==> config.mk <==
export PLATFORM = sky130hd
export DESIGN_NAME = time_field_editor_flat
export DESIGN_NICKNAME = d
export VERILOG_FILES = /design/src/rtl/time_field_editor_if.sv /design/src/rtl/time_field_editor.sv /design/src/flat_wrapper.sv
export SDC_FILE = /design/constraint.sdc
export NUM_CORES = 1
export LEC_CHECK = 0
export BUFFER_PORTS_ARGS = -buffer_cell sky130_fd_sc_hd__buf_2
export CORE_ASPECT_RATIO = 0.9
export CORE_MARGIN = 2
export CORE_UTILIZATION = 30
export DETAILED_ROUTE_END_ITERATION = 10
export PLACE_DENSITY = 0.54
export SYNTH_ARGS = -nofsm -noshare
export SYNTH_HDL_FRONTEND = slang
export SYNTH_SLANG_ARGS = --single-unit
==> constraint.sdc <==
create_clock -name clk -period 3.6 [get_ports clk]
set_input_delay 0.36 -clock clk [delete_from_list [all_inputs] [get_ports clk]]
set_output_delay 0.36 -clock clk [all_outputs]
set_load 0.05 [all_outputs]
==> src/rtl/time_field_editor_if.sv <==
// Bundle between the set-mode controller and the time field editor.
// The controller side (master) drives set mode, the button strobes and the
// live time; the editor side (slave) returns cursor, edited value, commit
// pulse and blink mask.
interface time_field_editor_if #(
    parameter int NUM_FIELDS = 3,
    parameter int FIELD_W    = 6
);
    logic                          set_time_en;
    logic                          set_time_shift;
    logic                          set_time_back;
    logic                          inc;
    logic                          dec;
    logic [NUM_FIELDS*FIELD_W-1:0] cur_time;
    logic [NUM_FIELDS-1:0]         field_en;
    logic [NUM_FIELDS*FIELD_W-1:0] set_val;
    logic                          commit;
    logic [NUM_FIELDS-1:0]         blank_mask;

    modport master (
        output set_time_en, set_time_shift, set_time_back, inc, dec, cur_time,
        input  field_en, set_val, commit, blank_mask
    );

    modport slave (
        input  set_time_en, set_time_shift, set_time_back, inc, dec, cur_time,
        output field_en, set_val, commit, blank_mask
    );
endinterface

==> src/rtl/time_field_editor.sv <==
// Set-mode editor for a multi-field time value. Captures the live time on
// entry (clamped to each field's limit), moves a one-hot edit cursor,
// wraps the selected field up/down, pulses commit on exit and produces a
// blink mask so the display can flash the field being edited.
module time_field_editor #(
    parameter int                                  NUM_FIELDS = 3,
    parameter int                                  FIELD_W    = 6,
    parameter logic [NUM_FIELDS*FIELD_W-1:0]       FIELD_MAX  = {6'd23, 6'd59, 6'd59},
    parameter int                                  BLINK_DIV  = 25000000
) (
    input  logic               clk,
    input  logic               rst,
    time_field_editor_if.slave bus
);
    localparam int IDX_W = $clog2(NUM_FIELDS);
    localparam int CNT_W = $clog2(BLINK_DIV);
    localparam logic [IDX_W-1:0] IDX_TOP = IDX_W'(NUM_FIELDS - 1);
    localparam logic [CNT_W-1:0] CNT_TOP = CNT_W'(BLINK_DIV - 1);

    logic                          en_d_reg;
    logic [IDX_W-1:0]              idx_reg, idx_next;
    logic [NUM_FIELDS-1:0]         field_en_reg, field_en_next;
    logic [NUM_FIELDS*FIELD_W-1:0] set_val_reg, set_val_next;
    logic                          commit_reg, commit_next;
    logic [NUM_FIELDS-1:0]         blank_reg, blank_next;
    logic [CNT_W-1:0]              cnt_reg, cnt_next;
    logic                          phase_on_reg, phase_on_next;

    logic entry, editing, leaving, any_strobe, inc_only, dec_only;

    assign entry      = bus.set_time_en & ~en_d_reg;
    assign editing    = bus.set_time_en & en_d_reg;
    assign leaving    = ~bus.set_time_en & en_d_reg;
    assign any_strobe = bus.set_time_shift | bus.set_time_back | bus.inc | bus.dec;
    assign inc_only   = bus.inc & ~bus.dec;
    assign dec_only   = bus.dec & ~bus.inc;

    // Cursor index: start at the most significant field, rotate with explicit
    // wrap compares so non-power-of-two field counts behave.
    always_comb begin
        idx_next = idx_reg;
        if (entry) begin
            idx_next = IDX_TOP;
        end else if (editing) begin
            if (bus.set_time_shift && !bus.set_time_back) begin
                idx_next = (idx_reg == '0) ? IDX_TOP : idx_reg - 1'b1;
            end else if (bus.set_time_back && !bus.set_time_shift) begin
                idx_next = (idx_reg == IDX_TOP) ? '0 : idx_reg + 1'b1;
            end
        end
    end

    // Per-field cursor decode and value update; edits use the pre-move cursor.
    for (genvar gi = 0; gi < NUM_FIELDS; gi++) begin : g_field
        localparam logic [FIELD_W-1:0] LIMIT = FIELD_MAX[gi*FIELD_W +: FIELD_W];
        logic [FIELD_W-1:0] live, cur, fld_next;

        assign live = bus.cur_time[gi*FIELD_W +: FIELD_W];
        assign cur  = set_val_reg[gi*FIELD_W +: FIELD_W];
        assign field_en_next[gi] = bus.set_time_en && (idx_next == IDX_W'(gi));
        assign set_val_next[gi*FIELD_W +: FIELD_W] = fld_next;

        // Clamp on capture, wrap on inc/dec of the selected field, else hold.
        always_comb begin
            fld_next = cur;
            if (entry) begin
                fld_next = (live > LIMIT) ? LIMIT : live;
            end else if (editing && (idx_reg == IDX_W'(gi))) begin
                if (inc_only) begin
                    fld_next = (cur == LIMIT) ? '0 : cur + 1'b1;
                end else if (dec_only) begin
                    fld_next = (cur == '0) ? LIMIT : cur - 1'b1;
                end
            end
        end
    end

    // Blink timer: any button activity restarts a visible half-period.
    always_comb begin
        cnt_next      = '0;
        phase_on_next = 1'b1;
        if (editing && !any_strobe) begin
            if (cnt_reg == CNT_TOP) begin
                phase_on_next = ~phase_on_reg;
            end else begin
                cnt_next      = cnt_reg + 1'b1;
                phase_on_next = phase_on_reg;
            end
        end
    end

    assign blank_next  = field_en_next & {NUM_FIELDS{~phase_on_next}};
    assign commit_next = leaving;

    // State and output registers.
    always_ff @(posedge clk or posedge rst) begin
        if (rst) begin
            en_d_reg     <= 1'b0;
            idx_reg      <= '0;
            field_en_reg <= '0;
            set_val_reg  <= '0;
            commit_reg   <= 1'b0;
            blank_reg    <= '0;
            cnt_reg      <= '0;
            phase_on_reg <= 1'b1;
        end else begin
            en_d_reg     <= bus.set_time_en;
            idx_reg      <= idx_next;
            field_en_reg <= field_en_next;
            set_val_reg  <= set_val_next;
            commit_reg   <= commit_next;
            blank_reg    <= blank_next;
            cnt_reg      <= cnt_next;
            phase_on_reg <= phase_on_next;
        end
    end

    assign bus.field_en   = field_en_reg;
    assign bus.set_val    = set_val_reg;
    assign bus.commit     = commit_reg;
    assign bus.blank_mask = blank_reg;
endmodule

==> src/flat_wrapper.sv <==
// flat-port wrapper written by rule: the top's interface ports become plain ports
module time_field_editor_flat 
#(
    parameter int                                  NUM_FIELDS = 3,
    parameter int                                  FIELD_W    = 6,
    parameter logic [NUM_FIELDS*FIELD_W-1:0]       FIELD_MAX  = {6'd23, 6'd59, 6'd59},
    parameter int                                  BLINK_DIV  = 25000000
)
  (clk, rst, bus_set_time_en, bus_set_time_shift, bus_set_time_back, bus_inc, bus_dec, bus_cur_time, bus_field_en, bus_set_val, bus_commit, bus_blank_mask);
  time_field_editor_if #(.NUM_FIELDS(NUM_FIELDS), .FIELD_W(FIELD_W)) bus_i ();
  input  logic clk;
  input  logic rst;
  input wire logic [$bits(bus_i.set_time_en)-1:0] bus_set_time_en;
  input wire logic [$bits(bus_i.set_time_shift)-1:0] bus_set_time_shift;
  input wire logic [$bits(bus_i.set_time_back)-1:0] bus_set_time_back;
  input wire logic [$bits(bus_i.inc)-1:0] bus_inc;
  input wire logic [$bits(bus_i.dec)-1:0] bus_dec;
  input wire logic [$bits(bus_i.cur_time)-1:0] bus_cur_time;
  output wire logic [$bits(bus_i.field_en)-1:0] bus_field_en;
  output wire logic [$bits(bus_i.set_val)-1:0] bus_set_val;
  output wire logic [$bits(bus_i.commit)-1:0] bus_commit;
  output wire logic [$bits(bus_i.blank_mask)-1:0] bus_blank_mask;
  assign bus_i.set_time_en = bus_set_time_en;
  assign bus_i.set_time_shift = bus_set_time_shift;
  assign bus_i.set_time_back = bus_set_time_back;
  assign bus_i.inc = bus_inc;
  assign bus_i.dec = bus_dec;
  assign bus_i.cur_time = bus_cur_time;
  assign bus_field_en = bus_i.field_en;
  assign bus_set_val = bus_i.set_val;
  assign bus_commit = bus_i.commit;
  assign bus_blank_mask = bus_i.blank_mask;
  time_field_editor #(.NUM_FIELDS(NUM_FIELDS), .FIELD_W(FIELD_W), .FIELD_MAX(FIELD_MAX), .BLINK_DIV(BLINK_DIV)) u_core (.clk(clk), .rst(rst), .bus(bus_i));
endmodule
==> flow_summary_export.csv <==
group,metric,value,unit
outcome,outcome,"finished, final reports clean",
critical_path,crit_arrival,2.44,ns
critical_path,rr_worst_depth,5,
placed_design,place_congestion,0.861,
sta,finClkSkew,0.0111,ns
sta,maxSlewHeadroom,34.9,%
placed_design,post-place-ws,1.32,ns
grt,grt_pass1_wl,14800,um
placed_design,port_buffers,49,
sta,hold_viol,0,
logic_synthesis,synth_area,3550,um^2
detailed_routing,drt-met1-wl,4450,um
detailed_routing,wl_per_cell,14.3,um
clocking,insertion_delay,0.30,ns
grt,overflow,0,
flow_run,drv_cap,0,
detailed_routing,met3_length,292,um
critical_path,worstSetupPathType,"register to register",
clocking,postCtsHoldBufs,0,
floorplan,die_h,107,um
detailed_routing,avgViaCountPerCell,5.10,
floorplan,rows,37,
critical_path,rrSetupSlack,1.33,ns
logic_synthesis,synth_cells,415,
sta,slew_viol_final,0,
sta,min_period,2.27,ns
sta,tns,0,ns
logic_synthesis,syn-num-nets,457,
layout,antennaDiodeCount,0,
grt,grt_pass1_vias,2979,
sta,rsz0062_at_grt,"false",
logic_synthesis,postSynthAreaPerCell,8.57,um^2
critical_path,r2r-end,"u_core.cnt_reg[12]$_DFF_PP0_",
clocking,cts_buffers,5,
clocking,clk_path_buf_depth,2,
clocking,cts_max_level,2,
logic_synthesis,synth.lib_cells_used.distinct,59,
sta,timing.final.crit_share,62.9,%
clocking,cts_tree,"yes",
clocking,clockRootBuffer,"clkbuf_16",
layout,largest_reg_flops,25,
detailed_routing,wl_met2,3920,um
sta,timing.fmax,0.441,GHz
layout,multiInputGateArea,2030,um^2
clocking,cts.clk_slew.worst_paths,0.08,ns
layout,area_growth,14.9,%
clocking,clkSinkCount,54,
pwr,powerDensity,463,nW/um^2
detailed_routing,detail_route.iter0.violations,233,
layout,layout_common_cells,"nor2_1, dfrtp_1, buf_2, nand2_1, o21ai_0",
critical_path,rr_startpoint,"u_core.cnt_reg[6]$_DFF_PP0_",
detailed_routing,top_layer,"met4",
floorplan,pin_count,50,
detailed_routing,route.detailed.drc,0,
clocking,postCtsSetupBuffers,0,
detailed_routing,postRouteAntennaNets,0,
sta,fin_ws,1.33,ns
layout,regArea,1350,um^2
layout,fin_nets,496,
critical_path,cp-end-kind,"register",
pwr,vdd_drop_max,0.205,mV
floorplan,die-area,12700,um^2
floorplan,design.core.area,11500,um^2
floorplan,start_util,31.0,%
critical_path,critPathLaunchType,"register",
logic_synthesis,yosysWarningCount,0,
pwr,p_leak,1.72,nW
logic_synthesis,async_flop_share,100,%
detailed_routing,drt_first_pass_iters,4,
placed_design,hpwl,6430,um
detailed_routing,num_vias,3116,
critical_path,required,3.78,ns
critical_path,cp_max_fo,14,
grt,antenna_found_initial,0,
logic_synthesis,synth_edf_count,0,
detailed_routing,drt_wl_total,8740,um
sta,setup_viol,0,
layout,final_common_cell,"nor2_1",
grt,grt_max_degree,38,
logic_synthesis,synth.ff_latch_count,54,
layout,drive_gt1_share,16.3,%
grt,grt_usage,14.2,%
layout,fillCellCount,1221,
logic_synthesis,yosys_most_used_dff,"dfrtp_1",
hold_path,worstHoldPathType,"primary input to async pin",
floorplan,die_w,119,um
clocking,cts_resized,0,
logic_synthesis,seq_area_frac_synth,38.0,%
sta,worst_pin_slew,0.968,ns
## worst max-delay path, cell delays in order, from the launching register on
cell	delay (ns)
dfrtp_1	0.46
nor4b_1	0.32
nand4_1	0.20
o31ai_2	0.76
buf_4	0.33
nor2_1	0.07
## where the power goes
part / switching [mW] / internal [mW] / leakage, nW
logic: 0.397 / 0.212 / 0.937
registers: 0.119 / 0.654 / 0.707
clock network: 0.243 / 0.265 / 0.0748
## cell families after synthesis
| kind of cell | count (synthesis) | synth area share [%] |
|---|---|---|
| mux | 4 | 1.13 |
| xor+xnor | 32 | 7.88 |
| buf+inv | 42 | 4.82 |
| fa+ha+maj | 17 | 5.98 |
| flops | 54 | 38.1 |
| compound gates | 90 | 16.8 |
| simple gates | 176 | 25.4 |
## cells in the mapped netlist, types with 3 or more instances
library cell	number	area, um^2
o22ai_1	4	25.0
buf_2	5	25.0
a211oi_1	3	22.5
nand2b_1	3	18.8
o31ai_1	4	30.0
mux2i_1	4	40.0
o21ai_0	27	135
nand2_1	31	116
nor4_1	7	43.8
xnor2_1	19	166
nor3_2	3	30.0
nor3_1	11	55.1
a221o_1	4	40.0
or3_1	4	25.0
nand3_1	22	110
o211ai_1	5	37.5
a31oi_1	8	50.1
xor2_1	13	114
nor2b_1	6	37.5
and3_1	6	37.5
ha_1	17	213
and4_1	5	43.8
dfrtp_1	53	1330
inv_1	21	78.8
clkbuf_1	13	48.8
a21oi_1	13	65.1
nor2_1	56	210
o21a_1	3	22.5
nand4_1	8	50.1
## how the worst max path moves through the flow
| stage | cells past startpoint | from | end | slack (ns) |
|---|---|---|---|---|
| final | 5 | u_core.cnt_reg[6]$_DFF_PP0_ | u_core.cnt_reg[12]$_DFF_PP0_ | 1.33 |
| after global routing | 5 | u_core.cnt_reg[6]$_DFF_PP0_ | u_core.cnt_reg[3]$_DFF_PP0_ | 1.09 |
| after CTS | 5 | u_core.cnt_reg[6]$_DFF_PP0_ | u_core.cnt_reg[7]$_DFF_PP0_ | 1.30 |
| after detailed placement | 5 | u_core.cnt_reg[6]$_DFF_PP0_ | u_core.cnt_reg[7]$_DFF_PP0_ | 1.32 |
| after global placement | 5 | u_core.cnt_reg[6]$_DFF_PP0_ | u_core.cnt_reg[4]$_DFF_PP0_ | 1.41 |
| after floorplan | 7 | u_core.bus.set_val[12]$_DFFE_PP0P_ | u_core.bus.set_val[14]$_DFFE_PP0P_ | 1.48 |
## through the flow
step	instances	utilization, %	hold WS [ns]	power, mW	cell area (um^2)
finish	611	35.6	0.217	1.89	4080
global route	611	35.6	0.296	2.02	4080
CTS	611	35.6	0.249	1.91	4080
detailed placement	603	34.3	0.528	1.39	3930
global placement	603	34.3	0.529	1.39	3930
floorplan	415	-	0.391	1.24	3550
## layer usage
metal	GRT usage, %	vias up
li1	-	1560
met1	20.8	1495
met2	22.0	55
met3	2.33	6
met4	3.40	0
met5	0	-
## cell type report
type                       count  share of cell area, %
clock inverter                 3                  0.643
inverter                      21                   1.93
sequential                    54                   33.1
multi-input combinational    319                   49.7
timing repair buffer          53                   6.74
clock buffer                   5                   3.06
tap                          156                   4.78
No activity file was read; power rests on OpenSTA's default activity.
